--- config.mk ---
export PLATFORM = sky130hd
export DESIGN_NAME = tap_scheduler
export DESIGN_NICKNAME = d
export VERILOG_FILES = /design/src/rtl/tap_scheduler.sv
export SDC_FILE = /design/constraint.sdc
export NUM_CORES = 1
export LEC_CHECK = 0
export BUFFER_PORTS_ARGS = -buffer_cell sky130_fd_sc_hd__buf_2
export CAP_MARGIN = 20
export CORE_AREA = 2 2 110 112
export CTS_BUF_LIST = sky130_fd_sc_hd__clkbuf_4 sky130_fd_sc_hd__clkbuf_8
export CTS_CLUSTER_DIAMETER = 50
export DETAILED_ROUTE_END_ITERATION = 8
export DIE_AREA = 0 0 112 114
export SETUP_SLACK_MARGIN = 0.4
export SKIP_CTS_REPAIR_TIMING = 1
export SLEW_MARGIN = 20
export SYNTH_ARGS = -nofsm -noshare
export SYNTH_HDL_FRONTEND = slang
export SYNTH_SLANG_ARGS = --single-unit
--- constraint.sdc ---
create_clock -name clk -period 6.75 [get_ports clk]
set_input_delay 1.0125 -clock clk [delete_from_list [all_inputs] [get_ports clk]]
set_output_delay 1.0125 -clock clk [all_outputs]
set_load 0.005 [all_outputs]
--- src/rtl/tap_scheduler.sv ---
// Delay-line tap scheduler: one memory write plus up to three tap reads per audio sample,
// with a triangle-wave LFO sweeping the chorus tap delay between CHOR_MIN and CHOR_MAX.
module tap_scheduler #(
  parameter int unsigned ADDR_W    = 12,
  parameter int unsigned REV_DELAY = 3000,
  parameter int unsigned CHOR_MIN  = 300,
  parameter int unsigned CHOR_MAX  = 900,
  parameter int unsigned LFO_DIV   = 16
) (
  input  logic              clk,
  input  logic              reset,
  input  logic              wr_req,
  input  logic              chorus_on,
  input  logic              reverb_on,
  output logic [ADDR_W-1:0] mem_address,
  output logic              mem_write,
  output logic              main_load,
  output logic              chor_load,
  output logic              rev_load,
  output logic              tfr_ready,
  output logic              busy,
  output logic              overrun
);

  localparam int unsigned LfoW = (LFO_DIV > 1) ? $clog2(LFO_DIV) : 1;
  localparam logic [ADDR_W-1:0] RevOff   = ADDR_W'(REV_DELAY);
  localparam logic [ADDR_W-1:0] ChorMinA = ADDR_W'(CHOR_MIN);
  localparam logic [ADDR_W-1:0] ChorMaxA = ADDR_W'(CHOR_MAX);
  localparam logic [LfoW-1:0]   LfoLast  = LfoW'(LFO_DIV - 1);

  typedef enum logic [2:0] {
    StIdle,
    StWrite,
    StRdMain,
    StRdChor,
    StRdRev,
    StFlush,
    StDone
  } state_e;

  state_e            state;
  logic              chor_en;
  logic              rev_en;
  logic [ADDR_W-1:0] wr_ptr;
  logic [ADDR_W-1:0] chor_delay;
  logic              dir_up;
  logic [LfoW-1:0]   lfo_cnt;

  logic [ADDR_W-1:0] chor_addr;
  logic [ADDR_W-1:0] rev_addr;
  logic [ADDR_W-1:0] chor_step;
  logic [ADDR_W-1:0] wr_ptr_inc;

  // Tap addresses wrap naturally in ADDR_W bits.
  assign chor_addr  = wr_ptr - chor_delay;
  assign rev_addr   = wr_ptr - RevOff;
  assign chor_step  = dir_up ? (chor_delay + 1'b1) : (chor_delay - 1'b1);
  assign wr_ptr_inc = wr_ptr + 1'b1;

  // Outputs are registered alongside the state, so each branch loads the values
  // that belong to the state being entered.
  always_ff @(posedge clk) begin
    if (reset) begin
      state       <= StIdle;
      chor_en     <= 1'b0;
      rev_en      <= 1'b0;
      wr_ptr      <= '0;
      chor_delay  <= ChorMinA;
      dir_up      <= 1'b1;
      lfo_cnt     <= '0;
      mem_address <= '0;
      mem_write   <= 1'b0;
      main_load   <= 1'b0;
      chor_load   <= 1'b0;
      rev_load    <= 1'b0;
      tfr_ready   <= 1'b0;
      busy        <= 1'b0;
      overrun     <= 1'b0;
    end else begin
      mem_write <= 1'b0;
      main_load <= 1'b0;
      chor_load <= 1'b0;
      rev_load  <= 1'b0;
      tfr_ready <= 1'b0;

      if (wr_req && (state != StIdle)) begin
        overrun <= 1'b1;
      end

      unique case (state)
        StIdle: begin
          mem_address <= wr_ptr;
          if (wr_req) begin
            state     <= StWrite;
            chor_en   <= chorus_on;
            rev_en    <= reverb_on;
            mem_write <= 1'b1;
            busy      <= 1'b1;
          end
        end
        StWrite: begin
          state       <= StRdMain;
          mem_address <= wr_ptr;
        end
        StRdMain: begin
          main_load <= 1'b1;
          if (chor_en) begin
            state       <= StRdChor;
            mem_address <= chor_addr;
          end else if (rev_en) begin
            state       <= StRdRev;
            mem_address <= rev_addr;
          end else begin
            state       <= StFlush;
            mem_address <= wr_ptr;
          end
        end
        StRdChor: begin
          chor_load <= 1'b1;
          if (rev_en) begin
            state       <= StRdRev;
            mem_address <= rev_addr;
          end else begin
            state       <= StFlush;
            mem_address <= wr_ptr;
          end
        end
        StRdRev: begin
          rev_load    <= 1'b1;
          state       <= StFlush;
          mem_address <= wr_ptr;
        end
        StFlush: begin
          state       <= StDone;
          tfr_ready   <= 1'b1;
          mem_address <= wr_ptr;
        end
        StDone: begin
          state       <= StIdle;
          busy        <= 1'b0;
          wr_ptr      <= wr_ptr_inc;
          mem_address <= wr_ptr_inc;
          if (lfo_cnt == LfoLast) begin
            lfo_cnt    <= '0;
            chor_delay <= chor_step;
            // Turn around on arrival at either end so the sweep never overshoots.
            if (chor_step == ChorMaxA) begin
              dir_up <= 1'b0;
            end else if (chor_step == ChorMinA) begin
              dir_up <= 1'b1;
            end
          end else begin
            lfo_cnt <= lfo_cnt + 1'b1;
          end
        end
        default: begin
          state       <= StIdle;
          busy        <= 1'b0;
          mem_address <= wr_ptr;
        end
      endcase
    end
  end

endmodule

==> results of run 1 <==
-- per-layer routing --
layer  vias to the layer above  GRT usage (%)  share of wire [%]
met2                        65           22.0                 47
met1                      1401           16.3                 47
met5                         -              0                  0
li1                       1549              -                  -
met4                         0           4.55                1.9
met3                        13           2.02                4.5
-- sequential cells by signal, summed over array words and instances (netlist names), 3 cells and up --
name,cells
wr_ptr,12
state,3
chor_delay,12
lfo_cnt,4
mem_address,12
-- placed cells by master, fill, tap and decap left out, drive strengths merged, types with 13 or more instances in the layout --
cell type / n
o21ai: 24
xnor2: 16
inv: 22
nor3: 13
xor2: 15
dfxtp: 53
buf: 23
nor2: 41
ha: 25
a21oi: 48
nand3: 13
nand2: 46
-- path summary, 6_finish.rpt --
check	from	endpoint	slack [ns]	cells past startpoint
setup / recovery	state[1]	dir_up	3.76	8
hold / removal	busy	busy	0.45	2
setup reg to reg	state[1]	dir_up	3.76	8
hold reg to reg	busy	busy	0.45	2
-- tightest hold or removal path, delay by kind of cell (launching register included) --
family / cells / cell delay [ns]
flops: 1 / 0.31
simple gates: 1 / 0.05
compound gates: 1 / 0.05
-- layout make-up --
class	instances	share of cell area, %
inverter	22	2.23
clock buffer	6	2.06
clock inverter	2	0.271
timing repair buffer	23	3.11
tap	147	4.98
sequential	53	28.7
multi-input combinational	337	58.6
-- cell families (layout without fill, tap and decap cells) --
family | after synthesis | count (layout)
AND/OR/NAND/NOR | 155 | 155
buffers and inverters | 42 | 53
XOR/XNOR | 31 | 31
flip-flops | 53 | 53
adder cells (fa/ha/maj) | 27 | 27
AO/OA/AOI/OAI | 119 | 119
multiplexers | 5 | 5
-- stage by stage --
stage	hold slack [ns]	setup WS [ns]	power, µW
3_3_place_gp	0.443	3.94	381
2_1_floorplan	0.453	4.15	368
5_1_grt	0.500	3.47	579
6_report	0.455	3.76	552
4_1_cts	0.457	3.80	562
3_5_place_dp	0.443	3.81	381
-- synth_stat cells (all sizes together), types with 4 or more instances --
cell type | number | area [µm²]
inv | 22 | 82.6
nor4 | 6 | 43.8
nand2b | 5 | 31.3
or3 | 6 | 37.5
nor2 | 41 | 161
nor3 | 13 | 65.1
a31oi | 6 | 43.8
o21ai | 24 | 120
clkbuf | 15 | 56.3
o21a | 6 | 45.0
nand3b | 4 | 30.0
nand3 | 13 | 65.1
a21oi | 48 | 240
nand2 | 46 | 173
dfxtp | 53 | 1060
o211ai | 4 | 30.0
mux2i | 5 | 50.1
xor2 | 15 | 131
nand4 | 4 | 25.0
a21o | 6 | 45.0
buf | 5 | 21.3
ha | 25 | 313
xnor2 | 16 | 140
-- power breakdown --
| group | leakage [µW] | switching, µW | internal [µW] |
|---|---|---|---|
| combinational | 0.00102 | 29.6 | 16.5 |
| sequential | 0.000429 | 8.97 | 319 |
| clock | 0.0000484 | 102 | 76.2 |
==> results_dict.tcl, run 1 <==
set metrics [dict create \
    status "finished, final reports clean" \
    drt_pre_antenna_iters 4 \
    io_buffers 23 \
    grt_pass1_wl_um 13700 \
    synth_top_family_by_area "simple AND/OR/NAND/NOR gates" \
    cp.arrival_ns 3.23 \
    path_delay_family "simple AND/OR/NAND/NOR gates" \
    layout-area-overhead-vs-synth_pct 9.08 \
    root_buffer "clkbuf_8" \
    synth_cell_types 56 \
    clk_pin_slew_ns 0.10 \
    drv_slew 0 \
    vias 3028 \
    wl_per_cell_um 13.3 \
    max_slew.worst_pin.slew_ns 1.04 \
    fill_cells 1256 \
    hold_violations 0 \
    synth_edf_count 0 \
    rows 40 \
    synth_nets 464 \
    cp-start-kind "flop" \
    clkLatencyLatePin_ns 0.30 \
    core_area_um2 11700 \
    fin_skew_ns 0.00875 \
    drc_errors 0 \
    cts_tree "yes" \
    drtIter0Drc 197 \
    powerDensity_nw_per_um2 149 \
    async_flop_share_pct 0 \
    layout_min_cycle_time_ns 2.99 \
    fp.dieH_um 114 \
    grt_usage_pct 12.8 \
    htree_levels 2 \
    yosys_register_bits 53 \
    synth_xor_area_share_pct 8.01 \
    io_pins 24 \
    required_ns 6.99 \
    slew_headroom_pct 30.9 \
    hpwl_um 5790 \
    regArea_um2 1060 \
    synth_area_um2 3390 \
    post-route-period-util_pct 44.3 \
    final_area_um2 3700 \
    finalSetupTns_ns 0 \
    die_w_um 112 \
    via_per_inst 5.13 \
    die_area_um2 12800 \
    synthFlopType "dfxtp_1" \
    post_dp_cell_area_um2 3610 \
    max_cap_viol_count 0 \
    final_cells 590 \
    p_leak_uw 0.00150 \
    insertedDiodeCount 0 \
    cts_sinks 53 \
    grt_pass1_vias 2992 \
    antenna_found_initial 0 \
    path_cells "nand2b_1 -> nor2_4 -> nand2_1 -> nor2_1 -> nand3_1 -> or4_1 -> nor4_2 -> mux2i_1" \
    avgSynthCellArea_um2 7.84 \
    routabilityCongestion 0.843 \
    synthAdderAreaFrac_pct 10.4 \
    synthSimpleGateAreaFrac_pct 22.5 \
    utilization_pct 31.6 \
    start_util_pct 28.9 \
    place_inst 582 \
    grt_max_degree 60 \
    crit_path_max_fanout 17 \
    setup_viol 0 \
    cp_slowest_cell "nor2_1" \
    synth_mux_area_share_pct 1.48 \
    drt-total-wl_um 7840 \
    synth-compound-area-share_pct 21.5 \
    rsz0062_at_grt "no" \
    fin_nets 474 \
    path_class "reg -> reg" \
    overflow 0 \
    ir_drop_mv 0.129 \
    postRouteAntennaNets 0 \
    cts_buffer_depth 2 \
    drive_above_1_share_pct 8.35 \
    slowest_delay_ns 0.58 \
    ys_warn_count 0 \
    multi_input_area_um2 2170 \
    timing.fmax_mhz 335 \
    critPathCaptureType "flop" \
    worst-path-buf-inv 0 \
    synthCells 432 \
    hold_path.class "reg -> reg" \
    cts_buffers 5 \
    yosysSeqAreaShare_pct 31.3 \
]
(Power assumes the default switching activity.)
==> run 2: changes to the inputs <==
==> constraint.sdc (replaced) <==
create_clock -name clk -period 2.9 [get_ports clk]
set_input_delay 0.435 -clock clk [delete_from_list [all_inputs] [get_ports clk]]
set_output_delay 0.435 -clock clk [all_outputs]
set_load 0.005 [all_outputs]
==> run 2 against run 1 <==
Compared with the run above:
- final area up 4.3%
- die area unchanged
- first-iteration DRC count down 9.1%
- via count up 1.3%
- combinational power up 140%
- non-clock buffer count up 4
- clock-buffer cell count unchanged
- critical path type unchanged
==> results_dict.tcl, run 2 (same netlist as run 1, synthesis figures left out) <==
set metrics [dict create \
    status "finished, final reports clean" \
    slew_headroom_pct 59.8 \
    pre_cts_ws_ns 0.167 \
    final_cells 594 \
    critPathCaptureType "flop" \
    antenna_found_initial 0 \
    worst_slack_ns 0.228 \
    hold-path-cell-count 3 \
    hp-start "chorus_on" \
    htree_levels 2 \
    path_cells "inv_6 -> ha_2 -> a2111oi_1 -> o21ai_1 -> o21a_1 -> xnor2_1 -> or4_4 -> nor4_4 -> mux2i_1" \
    layout-area-overhead-vs-synth_pct 13.8 \
    timing.fmax_mhz 374 \
    wl_per_cell_um 13.7 \
    postRouteAntennaNets 0 \
    path_delay_family "simple AND/OR/NAND/NOR gates" \
    crit_path_max_fanout 15 \
    cts_sinks 53 \
    r2r_setup_slack_ns 0.23 \
    path_class "reg -> reg" \
    drt-total-wl_um 8160 \
    drv_slew 0 \
    worst-path-buf-inv 1 \
    rsz0062_at_grt "yes" \
    clkLatencyLatePin_ns 0.32 \
    routabilityCongestion 0.845 \
    grt_usage_pct 12.9 \
    io_pins 24 \
    cts_tree "yes" \
    grt_pass1_vias 3062 \
    powerDensity_nw_per_um2 366 \
    reg.largest.list "chor_delay: 12 flops, mem_address: 12 flops, wr_ptr: 12 flops" \
    root_buffer "clkbuf_8" \
    cp.arrival_ns 2.91 \
    layout_min_cycle_time_ns 2.67 \
    vias 3068 \
    final_cell_mix "dfxtp_1 (50), nand2_1 (46), a21oi_1 (44)" \
    drt_pre_antenna_iters 4 \
    layout_commonest_cell "dfxtp_1" \
    reg2reg_from "dir_up" \
    io_buffers 23 \
    max_cap_viol_count 0 \
    die_w_um 112 \
    max_slew.worst_pin.slew_ns 0.602 \
    slowest_delay_ns 0.54 \
    rows 40 \
    setup_viol 0 \
    hold_violations 0 \
    grt_max_degree 31 \
    cp_slowest_cell "or4_4" \
    core_area_um2 11700 \
    hold_path.class "in -> reg" \
    overflow 0 \
    start_util_pct 28.9 \
    worst_hold_slack_ns 0.347 \
    drive_above_1_share_pct 13.4 \
    fin_skew_ns 0.00772 \
    place_inst 586 \
    cp-start-kind "flop" \
    drc_errors 0 \
    required_ns 3.14 \
    p_leak_uw 0.00152 \
    post-route-period-util_pct 92.2 \
    via_per_inst 5.16 \
    fin_nets 478 \
    grt_pass1_wl_um 13800 \
    clk_pin_slew_ns 0.10 \
    cts_buffers 5 \
    drtIter0Drc 179 \
    ir_drop_mv 0.225 \
    r2r_cells 9 \
    insertedDiodeCount 0 \
    cts_buffer_depth 2 \
    finalSetupTns_ns 0 \
    die_area_um2 12800 \
    r2r_end "dir_up" \
    hpwl_um 5940 \
    min_to "chor_en" \
    fp.dieH_um 114 \
]
run 2: cell count changes in the layout (fill, tap and decap cells not counted), sizes merged:
cell	change
clkinv	-2
buf	+4
bufinv	+1
clkinvlp	+1
run 2: worst register-to-register path, delay by kind of cell, from the launching register on:
family	cells	cell delay, ns
mux	1	0.21
fa+ha+maj	1	0.33
xor+xnor	1	0.16
compound gates	3	0.64
flops	1	0.35
buf+inv	1	0.12
simple gates	2	0.78
run 2: metal layers:
layer | global-route usage, % | vias up | part of all wire, %
met1 | 15.7 | 1430 | 46
met4 | 4.80 | 0 | 1.3
met2 | 22.8 | 65 | 49
met3 | 2.34 | 9 | 3.6
li1 | - | 1564 | -
met5 | 0 | - | 0
run 2: worst max path at each step:
stage	from	to	slack, ns	depth (start not counted)
floorplan	dir_up	dir_up	0.43	9
global placement	chor_delay[0]	mem_address[10]	0.28	11
detailed placement	dir_up	dir_up	0.17	10
CTS	dir_up	dir_up	0.14	10
global route	dir_up	dir_up	0.14	10
finish	dir_up	dir_up	0.23	9
run 2: metrics by stage:
step	instance area [µm²]	util [%]	power (µW)
finish	3850	32.9	1410
global route	3850	32.9	1470
CTS	3760	32.1	1420
detailed placement	3640	31.1	890
global placement	3640	31.1	890
floorplan	3390	-	856
run 2: cell type report:
class | count | area [µm²]
inverter | 22 | 87.6
clock buffer | 6 | 82.6
sequential | 53 | 1060
timing repair buffer | 27 | 145
clock inverter | 2 | 37.5
tap | 147 | 184
fill | 1254 | 7860
multi-input combinational | 337 | 2250
run 2: power breakdown:
group	internal (µW)	switching (µW)	total (µW)	leakage, µW
clock	281	257	538	0.0000574
combinational	40.2	68.6	109	0.00104
sequential	743	21.8	765	0.000429
